===== config.mk =====
export PLATFORM = sky130hd
export DESIGN_NAME = exe_issue_sched_flat
export DESIGN_NICKNAME = d
export VERILOG_FILES = /design/src/rtl/exe_issue_sched_if.sv /design/src/rtl/exe_issue_sched.sv /design/src/flat_wrapper.sv
export SDC_FILE = /design/constraint.sdc
export NUM_CORES = 1
export LEC_CHECK = 0
export ABC_AREA = 1
export CORE_AREA = 2 2 134 136
export CTS_CLUSTER_DIAMETER = 100
export DETAILED_ROUTE_END_ITERATION = 8
export DIE_AREA = 0 0 136 138
export HOLD_SLACK_MARGIN = 0.08
export PLACE_DENSITY_LB_ADDON = 0.12
export RECOVER_POWER = 100
export SYNTH_ARGS = -nofsm -noshare
export SYNTH_HDL_FRONTEND = slang
export SYNTH_SLANG_ARGS = --single-unit
export TNS_END_PERCENT = 20

===== constraint.sdc =====
create_clock -name CLK -period 4.3 [get_ports CLK]
set_clock_uncertainty 0.1 [all_clocks]
set_input_delay 0.86 -clock CLK [delete_from_list [all_inputs] [get_ports CLK]]
set_output_delay 0.86 -clock CLK [all_outputs]
set_load 0.005 [all_outputs]

===== src/rtl/exe_issue_sched_if.sv =====
// Issue-queue / scheduler / EXE handshake bundle.
// master: issue queue + EXE side (drives requests, flush, exe_ready); slave: the scheduler.
interface exe_issue_sched_if #(
    parameter int N_ENT = 8,
    parameter int AGE_W = 6
);
    localparam int IDX_W = $clog2(N_ENT);

    logic [N_ENT-1:0]       req_valid;
    logic [N_ENT*AGE_W-1:0] req_age;
    logic [N_ENT-1:0]       req_long;
    logic                   exe_ready;
    logic                   flush;
    logic [AGE_W-1:0]       flush_age;
    logic                   grant_valid;
    logic [N_ENT-1:0]       grant_oh;
    logic [IDX_W-1:0]       grant_idx;
    logic [AGE_W-1:0]       grant_age;
    logic                   exe_busy;
    logic                   long_done;

    modport master (
        output req_valid, req_age, req_long, exe_ready, flush, flush_age,
        input  grant_valid, grant_oh, grant_idx, grant_age, exe_busy, long_done
    );

    modport slave (
        input  req_valid, req_age, req_long, exe_ready, flush, flush_age,
        output grant_valid, grant_oh, grant_idx, grant_age, exe_busy, long_done
    );
endinterface


===== src/rtl/exe_issue_sched.sv =====
// EXE issue scheduler: grants the oldest ready entry, blocks during long ops,
// aborts/suppresses work younger than a flush. Ports: CLK, RESET (async, low), bus (slave).
module exe_issue_sched #(
    parameter int N_ENT    = 8,
    parameter int AGE_W    = 6,
    parameter int LONG_LAT = 4
) (
    input  logic              CLK,
    input  logic              RESET,
    exe_issue_sched_if.slave  bus
);
    localparam int IDX_W = $clog2(N_ENT);
    localparam int CNT_W = $clog2(LONG_LAT + 1);

    localparam logic [0:0] IDLE = 1'b0;
    localparam logic [0:0] LONG = 1'b1;

    logic [0:0]       state;
    logic [CNT_W-1:0] cnt;
    logic [AGE_W-1:0] long_age;

    logic [N_ENT-1:0] elig;
    logic             any_elig;
    logic [IDX_W-1:0] pick_idx;
    logic [AGE_W-1:0] pick_age;
    logic [AGE_W-1:0] age_i;
    logic             abort;

    // Wrap-safe ordering: a is older than b when (a-b) mod 2^AGE_W has its MSB set.
    function automatic logic older(input logic [AGE_W-1:0] a,
                                   input logic [AGE_W-1:0] b);
        logic [AGE_W-1:0] d;
        d = a - b;
        return d[AGE_W-1];
    endfunction

    // Strict "older" keeps the first (lowest) index on equal ages.
    always_comb begin
        elig     = '0;
        any_elig = 1'b0;
        pick_idx = '0;
        pick_age = '0;
        age_i    = '0;
        for (int i = 0; i < N_ENT; i++) begin
            age_i   = bus.req_age[i*AGE_W +: AGE_W];
            elig[i] = bus.req_valid[i] &&
                      !(bus.flush && older(bus.flush_age, age_i));
            if (elig[i] && (!any_elig || older(age_i, pick_age))) begin
                any_elig = 1'b1;
                pick_idx = IDX_W'(i);
                pick_age = age_i;
            end
        end
    end

    assign abort = bus.flush && older(bus.flush_age, long_age);

    always_ff @(posedge CLK or negedge RESET) begin
        if (!RESET) begin
            state           <= IDLE;
            cnt             <= '0;
            long_age        <= '0;
            bus.grant_valid <= 1'b0;
            bus.grant_oh    <= '0;
            bus.grant_idx   <= '0;
            bus.grant_age   <= '0;
            bus.exe_busy    <= 1'b0;
            bus.long_done   <= 1'b0;
        end else begin
            bus.grant_valid <= 1'b0;
            bus.grant_oh    <= '0;
            bus.long_done   <= 1'b0;
            case (state)
                IDLE: begin
                    if (bus.exe_ready && !bus.flush && any_elig) begin
                        bus.grant_valid <= 1'b1;
                        bus.grant_oh    <= N_ENT'(1) << pick_idx;
                        bus.grant_idx   <= pick_idx;
                        bus.grant_age   <= pick_age;
                        if (bus.req_long[pick_idx]) begin
                            state        <= LONG;
                            cnt          <= CNT_W'(LONG_LAT - 1);
                            long_age     <= pick_age;
                            bus.exe_busy <= 1'b1;
                        end
                    end
                end
                LONG: begin
                    if (abort) begin
                        state        <= IDLE;
                        cnt          <= '0;
                        bus.exe_busy <= 1'b0;
                    end else if (cnt == CNT_W'(1)) begin
                        // Result held in EXE until MEM side can take it.
                        if (bus.exe_ready) begin
                            state         <= IDLE;
                            cnt           <= '0;
                            bus.exe_busy  <= 1'b0;
                            bus.long_done <= 1'b1;
                        end
                    end else begin
                        cnt <= cnt - CNT_W'(1);
                    end
                end
                default: begin
                    state        <= IDLE;
                    cnt          <= '0;
                    bus.exe_busy <= 1'b0;
                end
            endcase
        end
    end
endmodule

===== src/flat_wrapper.sv =====
// flat-port wrapper written by rule: the top's interface ports become plain ports
module exe_issue_sched_flat 
#(
    parameter int N_ENT    = 8,
    parameter int AGE_W    = 6,
    parameter int LONG_LAT = 4
)
  (CLK, RESET, bus_req_valid, bus_req_age, bus_req_long, bus_exe_ready, bus_flush, bus_flush_age, bus_grant_valid, bus_grant_oh, bus_grant_idx, bus_grant_age, bus_exe_busy, bus_long_done);
  exe_issue_sched_if #(.N_ENT(N_ENT), .AGE_W(AGE_W)) bus_i ();
  input  logic CLK;
  input  logic RESET;
  input wire logic [$bits(bus_i.req_valid)-1:0] bus_req_valid;
  input wire logic [$bits(bus_i.req_age)-1:0] bus_req_age;
  input wire logic [$bits(bus_i.req_long)-1:0] bus_req_long;
  input wire logic [$bits(bus_i.exe_ready)-1:0] bus_exe_ready;
  input wire logic [$bits(bus_i.flush)-1:0] bus_flush;
  input wire logic [$bits(bus_i.flush_age)-1:0] bus_flush_age;
  output wire logic [$bits(bus_i.grant_valid)-1:0] bus_grant_valid;
  output wire logic [$bits(bus_i.grant_oh)-1:0] bus_grant_oh;
  output wire logic [$bits(bus_i.grant_idx)-1:0] bus_grant_idx;
  output wire logic [$bits(bus_i.grant_age)-1:0] bus_grant_age;
  output wire logic [$bits(bus_i.exe_busy)-1:0] bus_exe_busy;
  output wire logic [$bits(bus_i.long_done)-1:0] bus_long_done;
  assign bus_i.req_valid = bus_req_valid;
  assign bus_i.req_age = bus_req_age;
  assign bus_i.req_long = bus_req_long;
  assign bus_i.exe_ready = bus_exe_ready;
  assign bus_i.flush = bus_flush;
  assign bus_i.flush_age = bus_flush_age;
  assign bus_grant_valid = bus_i.grant_valid;
  assign bus_grant_oh = bus_i.grant_oh;
  assign bus_grant_idx = bus_i.grant_idx;
  assign bus_grant_age = bus_i.grant_age;
  assign bus_exe_busy = bus_i.exe_busy;
  assign bus_long_done = bus_i.long_done;
  exe_issue_sched #(.N_ENT(N_ENT), .AGE_W(AGE_W), .LONG_LAT(LONG_LAT)) u_core (.CLK(CLK), .RESET(RESET), .bus(bus_i));
endmodule

==> results of run 1 <==
## cells in the final DEF, fill, tap and decap left out, drive strengths merged, types with 2 or more instances in the layout
cell / synthesis / final
a211oi: 8 / 8
a21oi: 26 / 26
buf: 9 / 179
clkbuf: 1 / 9
clkdlybuf4s50: 0 / 60
clkinv: 1 / 2
dfrtp: 30 / 30
dlygate4sd2: 0 / 4
dlygate4sd3: 0 / 21
ha: 66 / 66
inv: 105 / 105
nand2: 219 / 225
nand3: 62 / 62
nand4: 12 / 12
nor2: 48 / 48
o211ai: 8 / 8
o21ai: 46 / 46
xnor2: 8 / 8
## per-layer routing
layer,up-vias,wire length [µm],track usage (%)
li1,2708,-,-
met1,2350,7230,21.1
met2,83,7840,30.0
met3,19,304,0.843
met4,0,262,4.61
met5,-,0,0
## synth_stat cells (3+ instances only)
cell type    n
buf_2        3
nand3_1     50
nor2_1      47
o211ai_1     8
xnor2_1      8
a211oi_1     8
nand2_1    190
a21oi_1     25
o21ai_0     44
inv_1      100
nand3_2     11
ha_1        66
nand2_2     27
inv_2        5
buf_6        4
dfrtp_1     30
nand4_1     12
## cell type report
class,count,area share (%)
diodes,1,0.0336
clock buffers,7,1.92
clock inverters,1,0.0673
inverters,106,5.63
multi-input cells,520,48.1
flip-flops and latches,30,10.1
well taps,229,3.85
repair buffers,266,30.3
## critical path, delay by kind of cell
kind / cells / cell delay [ps]
AO/OA/AOI/OAI: 20 / 2720
adder cells (fa/ha/maj): 8 / 2100
buffers and inverters: 6 / 510
AND/OR/NAND/NOR: 54 / 4600
## timing repair
action | 4_1_cts | 5_1_grt
gates cloned | 6 | 0
setup endpoints to repair | 29 | 29
pin swaps | 35 | 44
gates resized for setup | 92 | 58
buffers inserted | 14 | 10
## logic make-up after synthesis
family	count (synthesis)	share of synthesized area, %
DFF	30	17.7
AOI/OAI and AO/OA	96	13.0
and+or+nand+nor	343	36.6
adders and majority gates	66	19.5
buffers and inverters	116	11.3
xor gates and xnor gates	9	1.86
## power by group through the flow
| stage | clock network (mW) | registers (mW) | logic, mW |
|---|---|---|---|
| after floorplan | 0 | 0.443 | 1.15 |
| after global placement | 0 | 0.449 | 1.99 |
| after detailed placement | 0 | 0.449 | 2.03 |
| after CTS | 0.351 | 0.447 | 2.22 |
| after global routing | 0.365 | 0.457 | 2.68 |
| final | 0.344 | 0.443 | 2.41 |
## final timing paths
| path | end | slack, ps | cells past startpoint |
|---|---|---|---|
| worst max register to register | u_core.cnt[0]$_DFFE_PN0P_ | 1940 | 13 |
| worst max-delay path | u_core.bus.exe_busy$_DFFE_PN0P_ | -6370 | 88 |
| max in group asynchronous | u_core.bus.grant_oh[7]$_DFF_PN0_ | 2040 | 2 |
| min in group asynchronous | u_core.cnt[1]$_DFFE_PN0P_ | 1060 | 1 |
| worst min register to register | u_core.bus.exe_busy$_DFFE_PN0P_ | 370 | 2 |
| worst min-delay path | u_core.bus.exe_busy$_DFFE_PN0P_ | 370 | 2 |
## registers in the layout, summed over array words and instances, names as in the netlist
name	flops
u_core.bus.grant_oh	8
u_core.bus.grant_idx	3
u_core.bus.grant_valid	1
u_core.bus.grant_age	6
u_core.cnt	3
u_core.long_age	6
u_core.bus.exe_busy	1
u_core.state	1
u_core.bus.long_done	1
## per-stage QoR
step	worst slack (ps)	TNS, ps	area, µm²	hold slack (ps)
after floorplan	-6310	-169850	4420	349
after global placement	-7070	-193500	6660	366
after detailed placement	-7360	-201530	6660	366
after CTS	-6110	-165840	7130	379
after global routing	-7110	-193710	7440	393
final	-6370	-172960	7440	368
==> impl_results.md, run 1 <==
* Die width at 136 µm
* # IOs at 94
* Insertion delay to the later sink of the worst-skew pair at 270 ps
* Number of flops mapped to enable cells by yosys at 0
* Multi-input gate area at 0.00358 mm²
* Most frequent CP cell: nand2_1
* Fillcell total at 1813
* Syn Inst Count at 660
* First-pass GRT wire length at 25.3 mm
* Yosys reg bits at 30
* Clk slew on worst S/H paths at 50 ps
* Syn. warnings at 0
* Clock share of power at 10.8%
* Finished Layout Cells at 1160
* Syn Area/Cell at 6.42 µm²
* RSZ-0062 raised after global routing: yes
* Status: finished, violations left
* Worst hold path class: flip-flop to flip-flop
* Port bufs at 93
* Fin crit period at 10670 ps
* Gr ovfl total at 0
* Placeable Area at 0.0175 mm²
* WP data arrival at 10780 ps
* Worst Max-Slew Pin Slew at 881 ps
* Wirelength per Cell at 13.5 µm
* Synthesized cell area at 0.00423 mm²
* Share of cells above drive strength 1 at 35.8%
* Synth area leader: ha_1
* Vias at 5160
* CTS tree: yes
* Element type at the critical path end: flip-flop
* Pwr Density at 430 mW/mm²
* Switching power total at 1.41 mW
* Req. time, crit path at 4410 ps
* Util after Layout at 42.4%
* PnR Total Power at 3.20 mW
* Nets at 1069
* Total global-route track usage at 16.6%
* Largest net degree at the start of global routing at 21
* Count of hold buffers inserted by post-cts repair at 0
* Worst r2r src: u_core.long_age[4]$_DFFE_PN0P_
* FMAX at 93.7 MHz
* Failing checks: setup timing
* Synth top area share at 19.5%
* Sw Share at 44.0%
* Slew Limit Fails at 0
* Syn Nets at 800
* CP startpoint: bus_req_age[2]
* Min-delay src: u_core.bus.exe_busy$_DFFE_PN0P_
* Placed cells at 1121
* Clock Path Buffers at 2
* CP max stage delay at 330 ps
* Vias per inst at 4.45
* Library cells used by synthesis at 37
* CTS root buf: clkbuf_16
* DIE HEIGHT at 138 µm
* Num rows at 49
* Synth top area cells: ha_1, dfrtp_1, nand2_1
* Static Leak at 3.93 nW
* TritonCTS Sinks at 30
* Seq. cell area at 751 µm²
* Final setup vio count at 29
* Critical Path Slowest Stage Cell: ha_1
* Period utilisation layout at 248%
* Final ANT Viol Nets at 0
* Startpoint class of the critical path: primary input
* Drt total wl at 15.6 mm
* Async S/R FF share, synth at 100%
* Critical path peak fanout at 8
* Sequential share of power at 13.9%
* Initial antenna violation count at 0
* Vias in the first global route at 5351
* Sequential fraction of the synthesis area at 17.7%
* Worst VDD drop at 213 µV
* Top_reg_cell synth: dfrtp_1
* DRC viols at 0
* Normalized max-slew margin at 41.1%
* DP HPWL at 12.5 mm
* Setup ws final at -6370 ps
* Routability Congestion at 0.882
* Die area at 0.0188 mm²
* Max-Cap Viols at 0
* Starting DRC count in detailed routing at 173
* CTS buffer count at 5
* Area Growth Syn to Fin at 75.7%
* Hold Violations, Final at 0
* Comb pwr share at 75.4%
* Initial Util at 24.1%
* Setup CP Type: primary input to flip-flop
* Internal power at 1.79 mW
* CTS H-tree depth at 2
* DRT Pass-1 Iters at 4
Power figures use the tool's default switching activity.
==> run 2: changes to the inputs <==
- CELL_PAD_IN_SITES_DETAIL_PLACEMENT: not set -> 0
- CELL_PAD_IN_SITES_GLOBAL_PLACEMENT: not set -> 1
==> run 2 against run 1 <==
  * The run ends with capacitance limit, slew limit, setup timing left
  * Routed wire length increased by 2.7%
  * Power increased by 0.36%
  * Global-route usage increased by 0.57 points
  * Maximum frequency decreased by 1.6%
  * Critical endpoint unchanged
==> impl_results.md, run 2 (synthesized netlist as in run 1, its figures left out) <==
* Status: finished, violations left
* Failing checks: capacitance limit, slew limit, setup timing
* RSZ-0062 raised after global routing: yes
* Clk slew on worst S/H paths at 50 ps (about the same)
* Vias in the first global route at 5289 (-1.2%)
* Switching power total at 1.39 mW (-1.5%)
* Clock share of power at 10.7% (about the same)
* Hold Worst Slack at 379 ps (+10.9 ps)
* Sequential share of power at 13.9% (about the same)
* Total global-route track usage at 17.1% (+0.57 points)
* Sw Share at 43.2% (-0.82 points)
* CTS buffer count at 5 (unchanged)
* Worst hold path class: flip-flop to flip-flop
* Starting DRC count in detailed routing at 147 (-15%)
* Initial antenna violation count at 0 (unchanged)
* Setup tns final at -177200 ps (-4240 ps)
* Worst Max-Slew Pin Slew at 1630 ps (+750 ps)
* Static Leak at 3.96 nW (+0.80%)
* Critical path peak fanout at 8 (unchanged)
* Initial Util at 24.1% (unchanged)
* Internal power at 1.82 mW (+1.8%)
* Fin crit period at 10850 ps (+178 ps)
* Commonest non-fill, non-tap cell in the layout: buf_4
* DRC viols at 0 (unchanged)
* Slew Limit Fails at 31 (+31)
* Nets at 1078 (+0.84%)
* Num rows at 49 (unchanged)
* Comb pwr share at 75.3% (about the same)
* # IOs at 94 (unchanged)
* Critical Path Slowest Stage Cell: ha_1
* FF-to-FF setup slack at 1910 ps (-30 ps)
* WP buf/inv at 13 (+7)
* TritonCTS Sinks at 30 (unchanged)
* Biggest register: u_core.bus.grant_oh
* FMAX at 92.2 MHz (-1.6%)
* Final ANT Viol Nets at 0 (unchanged)
* Finished Layout Cells at 1168 (+0.69%)
* Final instance area at 0.00751 mm² (+0.94%)
* First-pass GRT wire length at 25.9 mm (+2.3%)
* Startpoint class of the critical path: primary input
* Port bufs at 93 (unchanged)
* Hold Violations, Final at 0 (unchanged)
* Die width at 136 µm (unchanged)
* Share of cells above drive strength 1 at 36.0% (+0.19 points)
* Normalized max-slew margin at -8.76% (-50 points)
* Element type at the critical path end: flip-flop
* Setup ws final at -6550 ps (-178 ps)
* Insertion delay to the later sink of the worst-skew pair at 270 ps (about the same)
* Setup CP Type: primary input to flip-flop
* Max-Cap Viols at 1 (+1)
* Period utilisation layout at 252% (+4.1 points)
* Vias per inst at 4.46 (+0.18%)
* Top Registers: u_core.bus.grant_oh x8, u_core.bus.grant_age x6, u_core.long_age x6
* Pwr Density at 428 mW/mm² (-0.57%)
* Worst VDD drop at 222 µV (+3.9%)
* CP max stage delay at 340 ps (about the same)
* Largest delay contributor family on the critical path: simple AND/OR/NAND/NOR gates
* Flip-flop count of the largest register after layout at 8 (unchanged)
* DIE HEIGHT at 138 µm (unchanged)
* CTS H-tree depth at 2 (unchanged)
* Area Growth Syn to Fin at 77.3%
* Drt total wl at 16.1 mm (+2.7%)
* PnR Total Power at 3.21 mW (+0.36%)
* Vias at 5205 (+0.87%)
* Area after DPL at 0.00667 mm² (+0.11%)
* Clock Path Buffers at 2 (unchanged)
* Req. time, crit path at 4410 ps (about the same)
* Wirelength per Cell at 13.8 µm (+2.0%)
* Routability Congestion at 0.926 (+5.0%)
* Final setup vio count at 29 (unchanged)
* Die area at 0.0188 mm² (unchanged)
* Most frequent cells in the layout: buf_4, nand2_1, inv_1, clkdlybuf4s50_1
* CTS root buf: clkbuf_16
* Gr ovfl total at 0 (unchanged)
* DP HPWL at 13.0 mm (+3.7%)
* CTS tree: yes
* WP data arrival at 10960 ps (+180 ps)
* Placed cells at 1122 (+0.089%)
* Placeable Area at 0.0175 mm² (unchanged)
* Most frequent CP cell: nand2_1
* Largest net degree at the start of global routing at 31 (+48%)
* DRT Pass-1 Iters at 4 (unchanged)
* Antenna Cells at 0 (-1)
[run 2: per-layer routing]
metal | vias up | GRT usage (%) | part of all wire [%]
met5 | - | 0 | 0
met4 | 0 | 3.95 | 1.6
met3 | 22 | 1.43 | 2.7
met2 | 100 | 30.7 | 50
met1 | 2370 | 22.1 | 45
li1 | 2713 | - | -
[run 2: worst paths after layout]
kind	cells after the start	start	to
worst max-delay path	88	bus_flush_age[2]	u_core.bus.exe_busy$_DFFE_PN0P_
worst min-delay path	2	u_core.bus.grant_age[3]$_DFFE_PN0P_	u_core.bus.grant_age[3]$_DFFE_PN0P_
worst max register to register	13	u_core.long_age[4]$_DFFE_PN0P_	u_core.cnt[1]$_DFFE_PN0P_
worst min register to register	2	u_core.bus.grant_age[3]$_DFFE_PN0P_	u_core.bus.grant_age[3]$_DFFE_PN0P_
max in group asynchronous	2	RESET	u_core.bus.grant_oh[7]$_DFF_PN0_
min in group asynchronous	2	RESET	u_core.state$_DFF_PN0_
[run 2: tightest hold or removal path, stage by stage (launching register included)]
cell     delay, ps
dfrtp_1        340
nand2_1         50
nand2_1         50
[run 2: layout make-up]
cell class              count  area (µm²)
well taps                 229         287
clock buffers               7         143
inverters                 106         415
flip-flops and latches     30         751
multi-input cells         517        3560
repair buffers            278        2340
clock inverters             1        5.00
fillers                  1855       10000
[run 2: timing repair]
item	4_1_cts	5_1_grt
buffers inserted	29	6
pin swaps	52	51
gates cloned	3	0
hold buffers	0	0
endpoints found under the setup margin	29	29
resized for setup	109	32
[run 2: power groups by stage]
stage	clock, mW	sequential, mW	combinational [mW]
finish	0.344	0.448	2.42
global route	0.370	0.462	2.70
CTS	0.355	0.453	2.32
detailed placement	0	0.456	2.06
global placement	0	0.453	2.03
floorplan	0	0.443	1.15
[run 2: per-stage QoR]
| step | worst slack [ps] | utilization, % |
|---|---|---|
| global route | -7430 | 42.8 |
| global placement | -7260 | 38.0 |
| detailed placement | -7540 | 38.0 |
| CTS | -6460 | 41.7 |
| floorplan | -6310 | - |
| finish | -6550 | 42.8 |
==> run 3: changes to the inputs <==
- GPL_ROUTABILITY_DRIVEN: not set -> 0
==> run 3 against run 2 <==
  * The flow still finishes with violations (capacitance limit, slew limit, setup timing)
  * Die area stayed put
  * Sequential share of layout area is 0.13 points higher
  * Maximum frequency is 4.0% higher
  * Final area is 1.3% lower
  * Non-clock buffer count is 4 lower
  * Combinational power is 2% lower
  * Flip-flop and latch count stayed put
  * Cell count is 0.17% lower
  * Via count is 0.96% lower
  * Largest cell class unchanged
  * Highest routed layer unchanged
==> impl_results.md, run 3 (synthesized netlist as in run 1, its figures left out) <==
* RSZ-0062 raised after global routing: yes
* Initial Util at 24.1% (unchanged)
* Vias at 5155 (-0.96%)
* Max-Cap Viols at 1 (unchanged)
* Failing checks: capacitance limit, slew limit, setup timing
* Num rows at 49 (unchanged)
* Setup tns final at -166070 ps (+11130 ps)
* Normalized max-slew margin at -11.4% (-2.6 points)
* CTS tree: yes
* Placeable Area at 0.0175 mm² (unchanged)
* Worst r2r path cells at 13 (unchanged)
* Hold Violations, Final at 0 (unchanged)
* Worst Max-Slew Pin Slew at 1670 ps (+39.0 ps)
* Total global-route track usage at 17.3% (+0.20 points)
* DP HPWL at 13.1 mm (+0.65%)
* Setup CP Type: primary input to flip-flop
* CTS root buf: clkbuf_16
* Clk slew on worst S/H paths at 50 ps (about the same)
* Port bufs at 93 (unchanged)
* Worst Hold Depth at 2 (unchanged)
* Final setup vio count at 29 (unchanged)
* Largest net degree at the start of global routing at 31 (unchanged)
* Slew Limit Fails at 31 (unchanged)
* Drt total wl at 16.0 mm (-0.70%)
* TritonCTS Sinks at 30 (unchanged)
* Pre-CTS setup slack at -7520 ps (+19.3 ps)
* Critical Path Slowest Stage Cell: ha_1
* Worst r2r src: u_core.long_age[4]$_DFFE_PN0P_
* Req. time, crit path at 4360 ps (-50 ps)
* Insertion delay to the later sink of the worst-skew pair at 270 ps (about the same)
* Share of cells above drive strength 1 at 35.3% (-0.67 points)
* Vias per inst at 4.42 (-0.79%)
* Area Growth Syn to Fin at 75.1%
* Critical path peak fanout at 8 (unchanged)
* Worst VDD drop at 244 µV (+10%)
* Hold Worst Slack at 367 ps (-12.2 ps)
* Static Leak at 3.94 nW (-0.47%)
* Area after DPL at 0.00666 mm² (-0.11%)
* Nets at 1076 (-0.19%)
* Biggest register: u_core.bus.grant_oh
* DRC viols at 0 (unchanged)
* Flip-flop count of the largest register after layout at 8 (unchanged)
* Starting DRC count in detailed routing at 188 (+28%)
* Clock Path Buffers at 2 (unchanged)
* RR Endpoint: u_core.cnt[1]$_DFFE_PN0P_
* Pwr Density at 425 mW/mm² (-0.64%)
* FMAX at 95.9 MHz (+4.0%)
* Commonest non-fill, non-tap cell in the layout: buf_4
* Die width at 136 µm (unchanged)
* FF-to-FF setup slack at 1920 ps (about the same)
* CP max stage delay at 330 ps (about the same)
* Worst hold path class: flip-flop to flip-flop
* Min-delay src: u_core.bus.grant_idx[0]$_DFFE_PN0P_
* Setup ws final at -6130 ps (+416 ps)
* Vias in the first global route at 5368 (+1.5%)
* DIE HEIGHT at 138 µm (unchanged)
* Antenna Cells at 0 (unchanged)
* Top Registers: u_core.bus.grant_oh x8, u_core.bus.grant_age x6, u_core.long_age x6
* DRT Pass-1 Iters at 4 (unchanged)
* Wirelength per Cell at 13.7 µm (-0.53%)
* CTS H-tree depth at 2 (unchanged)
* Element type at the critical path end: flip-flop
* Final instance area at 0.00741 mm² (-1.3%)
* Most frequent cells in the layout: buf_4, nand2_1, inv_1, clkdlybuf4s50_1, ha_1
* Fin crit period at 10430 ps (-416 ps)
* CTS buffer count at 5 (unchanged)
* Period utilisation layout at 243% (-9.7 points)
* Gr ovfl total at 0 (unchanged)
* Startpoint class of the critical path: primary input
* Status: finished, violations left
* Initial antenna violation count at 0 (unchanged)
* # IOs at 94 (unchanged)
* Hold EP: u_core.bus.grant_idx[0]$_DFFE_PN0P_
* Fillcell total at 1875 (+1.1%)
* Die area at 0.0188 mm² (unchanged)
* First-pass GRT wire length at 25.9 mm (+0.21%)
* WP data arrival at 10490 ps (-470 ps)
* Most frequent CP cell: nand2_1
* Final ANT Viol Nets at 0 (unchanged)
[run 3: cell count changes in the layout (fill, tap and decap cells not counted), sizes merged]
cell	previous run	this run
nand2	222	224
buf	191	188
clkbuf	9	8
[run 3: cell type report]
cell class / count / area [µm²] / share of cell area (%)
multi-input combinational: 519 / 3520 / 47.5
clock buffer: 7 / 143 / 1.92
sequential: 30 / 751 / 10.1
inverter: 106 / 415 / 5.60
clock inverter: 1 / 5.00 / 0.0675
tap: 229 / 287 / 3.86
timing repair buffer: 274 / 2290 / 30.9
[run 3: layer usage]
metal  vias to the layer above  global-route usage (%)  part of all wire [%]  wire [µm]
li1                       2718                       -                     -          -
met4                         0                    3.73                   1.3        211
met3                        19                    2.05                   3.3        528
met1                      2336                    21.8                    45       7200
met5                         -                       0                     0          0
met2                        82                    31.3                    50       8010
[run 3: worst max path at each step]
| stage | start | end | depth (start not counted) |
|---|---|---|---|
| final | bus_flush_age[4] | u_core.long_age[2]$_DFFE_PN0P_ | 84 |
| after global routing | bus_flush_age[4] | u_core.long_age[2]$_DFFE_PN0P_ | 85 |
| after CTS | bus_flush_age[4] | u_core.long_age[2]$_DFFE_PN0P_ | 88 |
| after detailed placement | bus_req_age[4] | u_core.long_age[2]$_DFFE_PN0P_ | 88 |
| after global placement | bus_req_age[4] | u_core.long_age[1]$_DFFE_PN0P_ | 86 |
| after floorplan | bus_req_age[4] | u_core.long_age[1]$_DFFE_PN0P_ | 91 |
[run 3: per-stage QoR]
stage	util, %	power, mW	cells
2_1_floorplan	-	1.59	660
3_3_place_gp	38.0	2.48	1121
3_5_place_dp	38.0	2.51	1121
4_1_cts	41.3	3.10	1160
5_1_grt	42.3	3.47	1166
6_report	42.3	3.15	1166
[run 3: where the power goes]
group	internal, mW	total, mW	switching, mW
registers	0.383	0.449	0.0663
clock network	0.228	0.341	0.113
logic	1.17	2.36	1.19
total	1.78	3.15	1.37
[run 3: worst max-delay path: cells and delay by family]
family                     cells  cell delay, ps
adders and majority gates      8            1990
AOI/OAI and AO/OA             20            2820
and+or+nand+nor               52            4430
buffers and inverters          4             320
[run 3: what timing repair did]
item	4_1_cts	5_1_grt
endpoints found under the setup margin	29	29
buffers inserted	26	6
pin swaps	24	7
cloned	5	0
hold buffers	0	0
resized for setup	102	24
hold endpoints to repair	0	0
